`config.mk`:
```
export PLATFORM = sky130hd
export DESIGN_NAME = byte_lane_serializer
export DESIGN_NICKNAME = d
export VERILOG_FILES = /design/src/rtl/lane_pkg.sv /design/src/rtl/lane_next_sel.sv /design/src/rtl/byte_lane_serializer.sv
export SDC_FILE = /design/constraint.sdc
export NUM_CORES = 1
export LEC_CHECK = 0
export ABC_CLOCK_PERIOD_IN_PS = 3100
export CAP_MARGIN = 10
export CELL_PAD_IN_SITES_DETAIL_PLACEMENT = 1
export CELL_PAD_IN_SITES_GLOBAL_PLACEMENT = 2
export CORE_ASPECT_RATIO = 1.5
export CORE_MARGIN = 2
export CORE_UTILIZATION = 35
export CTS_CLUSTER_DIAMETER = 50
export DETAILED_ROUTE_END_ITERATION = 8
export GPL_TIMING_DRIVEN = 0
export PLACE_DENSITY_LB_ADDON = 0.1
export SLEW_MARGIN = 30
export SYNTH_ARGS = -nofsm -noshare
export SYNTH_HDL_FRONTEND = slang
export SYNTH_HIERARCHICAL = 1
export SYNTH_SLANG_ARGS = --single-unit
export TNS_END_PERCENT = 10
```
`constraint.sdc`:
```
create_clock -name clk -period 3.1 [get_ports clk]
set_clock_uncertainty 0.1 [all_clocks]
set_input_delay 0.31 -clock clk [delete_from_list [all_inputs] [get_ports clk]]
set_output_delay 0.31 -clock clk [all_outputs]
set_load 0.03 [all_outputs]
```
`src/rtl/lane_pkg.sv`:
```
// Shared types and default sizes for the byte-lane serializer.
package lane_pkg;
  localparam int LANE_W    = 8;
  localparam int NUM_LANES = 3;
  localparam int IDX_W     = $clog2(NUM_LANES);

  typedef logic [LANE_W-1:0]      lane_t;
  typedef lane_t [NUM_LANES-1:0]  lane_vec_t;
  typedef logic [IDX_W-1:0]       lane_idx_t;

  typedef enum logic {IDLE, SEND} ser_state_e;
endpackage

```
`src/rtl/lane_next_sel.sv`:
```
// Finds the lowest set keep bit at or above a start index, and whether it is
// the highest set bit of the mask.
module lane_next_sel #(
  parameter int NUM_LANES = 3,
  localparam int IDX_W = $clog2(NUM_LANES)
) (
  input  logic [NUM_LANES-1:0] keep,
  input  logic [IDX_W-1:0]     start,
  output logic [IDX_W-1:0]     idx,
  output logic                 found,
  output logic                 is_last
);
  int   sel;
  logic more;

  always_comb begin
    sel   = 0;
    found = 1'b0;
    more  = 1'b0;
    // Scan downward so the lowest qualifying lane wins.
    for (int i = NUM_LANES - 1; i >= 0; i--) begin
      if (keep[i] && (i >= int'(start))) begin
        sel   = i;
        found = 1'b1;
      end
    end
    for (int i = 0; i < NUM_LANES; i++) begin
      if (keep[i] && (i > sel)) more = 1'b1;
    end
    idx     = IDX_W'(sel);
    is_last = found && !more;
  end
endmodule

```
`src/rtl/byte_lane_serializer.sv`:
```
// Serializes the kept lanes of a multi-lane word onto a byte stream, lane 0
// first, with valid/ready on both sides and no bubble between words.
module byte_lane_serializer #(
  parameter int NUM_LANES = lane_pkg::NUM_LANES,
  parameter int LANE_W    = lane_pkg::LANE_W,
  localparam int IDX_W    = $clog2(NUM_LANES)
) (
  input  logic                        clk,
  input  logic                        rst,
  input  logic                        in_valid,
  output logic                        in_ready,
  input  logic [NUM_LANES*LANE_W-1:0] in_data,
  input  logic [NUM_LANES-1:0]        in_keep,
  output logic                        out_valid,
  input  logic                        out_ready,
  output logic [LANE_W-1:0]           out_data,
  output logic [IDX_W-1:0]            out_lane,
  output logic                        out_last,
  output logic                        busy
);
  import lane_pkg::*;

  // Handshakes: a transfer happens on a rising edge where valid & ready are
  // both high; valid never depends on ready, data is stable while valid & !ready.

  ser_state_e                  state, state_n;
  logic [NUM_LANES*LANE_W-1:0] data_q;
  logic [NUM_LANES-1:0]        keep_q;

  logic             in_hs, out_hs;
  logic             load_first, advance, go_idle;
  logic [IDX_W-1:0] first_idx, adv_idx, adv_start;
  logic             first_found, first_last, adv_found, adv_last;
  logic [LANE_W-1:0] first_byte, adv_byte;

  assign adv_start = out_lane + IDX_W'(1);

  lane_next_sel #(.NUM_LANES(NUM_LANES)) u_first_sel (
    .keep    (in_keep),
    .start   ('0),
    .idx     (first_idx),
    .found   (first_found),
    .is_last (first_last)
  );

  lane_next_sel #(.NUM_LANES(NUM_LANES)) u_adv_sel (
    .keep    (keep_q),
    .start   (adv_start),
    .idx     (adv_idx),
    .found   (adv_found),
    .is_last (adv_last)
  );

  always_comb begin
    first_byte = '0;
    adv_byte   = '0;
    for (int i = 0; i < NUM_LANES; i++) begin
      if (IDX_W'(i) == first_idx) first_byte = in_data[i*LANE_W +: LANE_W];
      if (IDX_W'(i) == adv_idx)   adv_byte   = data_q[i*LANE_W +: LANE_W];
    end
  end

  always_comb begin
    state_n    = state;
    load_first = 1'b0;
    advance    = 1'b0;
    go_idle    = 1'b0;
    out_valid  = (state == SEND);
    busy       = (state == SEND);
    // In SEND a new word may only enter on the cycle the last byte leaves.
    in_ready   = (state == IDLE) || (out_last && out_ready);
    in_hs      = in_valid && in_ready;
    out_hs     = out_valid && out_ready;
    case (state)
      IDLE: begin
        if (in_hs && first_found) begin
          load_first = 1'b1;
          state_n    = SEND;
        end
      end
      SEND: begin
        if (out_hs) begin
          if (!out_last && adv_found) begin
            advance = 1'b1;
          end else if (in_hs && first_found) begin
            load_first = 1'b1;
          end else begin
            go_idle = 1'b1;
            state_n = IDLE;
          end
        end
      end
      default: state_n = IDLE;
    endcase
  end

  always_ff @(posedge clk or posedge rst) begin
    if (rst) begin
      state    <= IDLE;
      data_q   <= '0;
      keep_q   <= '0;
      out_data <= '0;
      out_lane <= '0;
      out_last <= 1'b0;
    end else begin
      state <= state_n;
      if (load_first) begin
        data_q   <= in_data;
        keep_q   <= in_keep;
        out_data <= first_byte;
        out_lane <= first_idx;
        out_last <= first_last;
      end else if (advance) begin
        out_data <= adv_byte;
        out_lane <= adv_idx;
        out_last <= adv_last;
      end else if (go_idle) begin
        keep_q   <= '0;
        out_data <= '0;
        out_lane <= '0;
        out_last <= 1'b0;
      end
    end
  end
endmodule

```
==> flow_summary.yaml <==
finish:
  final_common_cell: "clkdlybuf4s50_1"
  area_growth_pct: 31.49
  nNetsFinal: 293
  most-common-layout-cells: "clkdlybuf4s50_1 (44), dfrtp_1 (39), mux2_2 (24), nor2b_1 (20)"
  final_util_pct: 47.38
  fin_area_um2: 2884
  n_antenna_cell: 0
  finalNonFillerCells: 336
  drive_above_1_share_pct: 17.56
grt:
  grt.total_usage_pct: 19.28
  use_met2_pct: 32.47
  grt_pass1_wl_um: 9708
  grt_pass1_vias: 1834
  grt-busiest-layer: "met2"
  use_met3_pct: 2.905
  overflow: 0
  grt_antenna_before_repair: 0
  grt_util_met1_pct: 24.86
  grt_max_degree: 22
clocking:
  cts_tree: "done"
  cts.sinks: 39
  clk_pin_slew_ns: 0.09
  cts-root-buf: "clkbuf_8"
  post-cts-setup-buffers: 0
  clk_path_buf_depth: 2
  clk_latency_ns: 0.30
  cts_inserted_buffers: 5
  cts_resized: 0
  h-tree-depth: 2
  ctsHoldBuffers: 0
timing:
  setup_viol: 0
  clock.fmax_mhz: 368.2
  tns_ns: 0
  fin_ws_ns: 0.3838
  hold_ws_ns: 0.2318
  rsz0062_at_grt: "no"
  drv_slew: 0
  fin_crit_sh_pct: 87.62
  tightest_slew_ns: 0.5984
  relSlewSlack_pct: 60.10
  hold_viol: 0
  period_minus_slack_ns: 2.716
placed_design:
  dp_cells: 329
  place_ws_ns: 0.2820
  placed_cell_area_um2: 2791
  port_buffers: 44
  dp.final_hpwl_um: 4421
  gp_congestion: 0.7405
die:
  initial_core_util_pct: 36.03
  coreArea_um2: 6087
  die_x_um: 68.64
  rows: 35
  die_y_um: 101.0
  boundaryPins: 45
  die_area_um2: 6929
yosys:
  synthCells: 200
  synth_edf_count: 0
  synth_top_area_cell: "dfrtp_1"
  ys_ff_latch: 39
  syn_avg_cell_area_um2: 10.97
  synth.distinct_cells: 33
  synth_ff_type: "dfrtp_1"
  ys_seq_area_share_pct: 44.50
  synth.area.top_cells: "dfrtp_1 (44%), mux2_2 (12%), nor2b_1 (5.7%), mux2i_1 (4.6%), a2bb2oi_1 (3.2%)"
  synth_area_um2: 2193
  yosysWarnings: 6
  ys_async_sr_fraction_pct: 100.0
  synth_top_cell_area_share_pct: 44.50
flow_run:
  cap_violations: 0
worst_setup_path:
  cp_max_fo: 10
  cp.arrival_ns: 2.76
  cpMaxStageDelayCell: "xor2_1"
  cp-end-kind: "register"
  path_class: "register to register"
  startpoint_type: "register"
  cp_common_cell: "inv_1"
  required_ns: 3.15
  path_cells: "xor2_1 -> inv_1 -> nor2_1 -> o21a_1 -> buf_1 -> inv_1 -> o21ai_0 -> o221ai_1"
  critPathMaxStageDelay_ns: 0.49
  rrSetupSlack_ns: 0.38
power:
  power_leakage_nw: 1.189
  ir_worst_vdd_mv: 0.3455
  cellPowerDensity_nw_per_um2: 923.6
  total_power_mw: 2.664
routing:
  num_vias: 1785
  wl_um: 6187
  drtIter0Drc: 55
  dr.pass1.iters: 4
  post_drt_via_cell_ratio: 5.313
  wire_per_inst_um: 18.41
  drc: 0
  ant_nets: 0
outcome:
  status: "finished, final reports clean"
min_path:
  hp-class: "input pin to asynchronous set/reset pin"
-- registers in the layout, indices dropped and copies added (netlist names) --
signal and flops:
out_lane 2, keep_q 3, out_data 8, data_q 24
out_last 1, busy 1
-- report_power, final --
part           internal (mW)  switching, mW  leakage, nW  total (mW)
combinational          0.653          0.729        0.667        1.38
clock                  0.175          0.184       0.0470       0.359
sequential             0.755          0.168        0.475       0.923
-- logic make-up (layout without fill, tap and decap cells) --
logic type / count (synthesis) / in the layout / synth area share, %
other: 1 / 11 / 0.1710
flip-flops: 39 / 39 / 44.50
AO/OA/AOI/OAI: 51 / 51 / 18.20
multiplexers: 34 / 34 / 16.89
XOR/XNOR: 3 / 3 / 1.198
AND/OR/NAND/NOR: 51 / 51 / 14.15
buffers and inverters: 21 / 73 / 4.906
-- final cells by class --
type | instances | area [um2]
timing repair buffer | 45 | 467.9
buffer | 13 | 77.57
clock buffer | 6 | 82.58
multi-input combinational | 150 | 1152
sequential | 39 | 975.9
inverter | 8 | 30.03
clock inverter | 1 | 5.005
fill | 692 | 3203
tap | 74 | 92.59
-- metal layers --
metal | vias up | routed length [um] | part of all wire, %
li1 | 854 | - | -
met1 | 895 | 2664 | 43
met2 | 31 | 3294 | 53
met3 | 5 | 152 | 2.5
met4 | 0 | 76 | 1.2
met5 | - | 0 | 0
-- worst paths after layout --
| path | start | end | cells past startpoint |
|---|---|---|---|
| max | out_lane[0]$_DFFE_PP0P_ | out_data[2]$_DFFE_PP0P_ | 8 |
| min | rst | busy$_DFF_PP0_ | 2 |
| max reg2reg | out_lane[0]$_DFFE_PP0P_ | out_data[2]$_DFFE_PP0P_ | 8 |
| min reg2reg | data_q[6]$_DFFE_PP0P_ | data_q[6]$_DFFE_PP0P_ | 1 |
| max in group asynchronous | rst | data_q[18]$_DFFE_PP0P_ | 3 |
| min in group clk | data_q[6]$_DFFE_PP0P_ | data_q[6]$_DFFE_PP0P_ | 1 |
-- worst max-delay path, delay by kind of cell, from the launching register on --
family                 cells  cell delay, ns
AO/OA/AOI/OAI              3            0.55
XOR/XNOR                   1            0.49
buffers and inverters      3            0.88
flip-flops                 1            0.42
AND/OR/NAND/NOR            1            0.13
-- Yosys cell counts (3+ instances only) --
cell	instances
a211oi_1	8
a221o_1	3
a22o_1	3
a2bb2oi_1	8
and3_1	3
buf_6	3
clkbuf_1	6
dfrtp_1	39
inv_1	8
mux2_2	24
mux2i_1	10
nand3_1	11
nor2_1	6
nor2b_1	20
o21a_1	3
o21ai_0	11
o221ai_1	8
xor2_1	3
No activity file was read; power rests on OpenSTA's default activity.
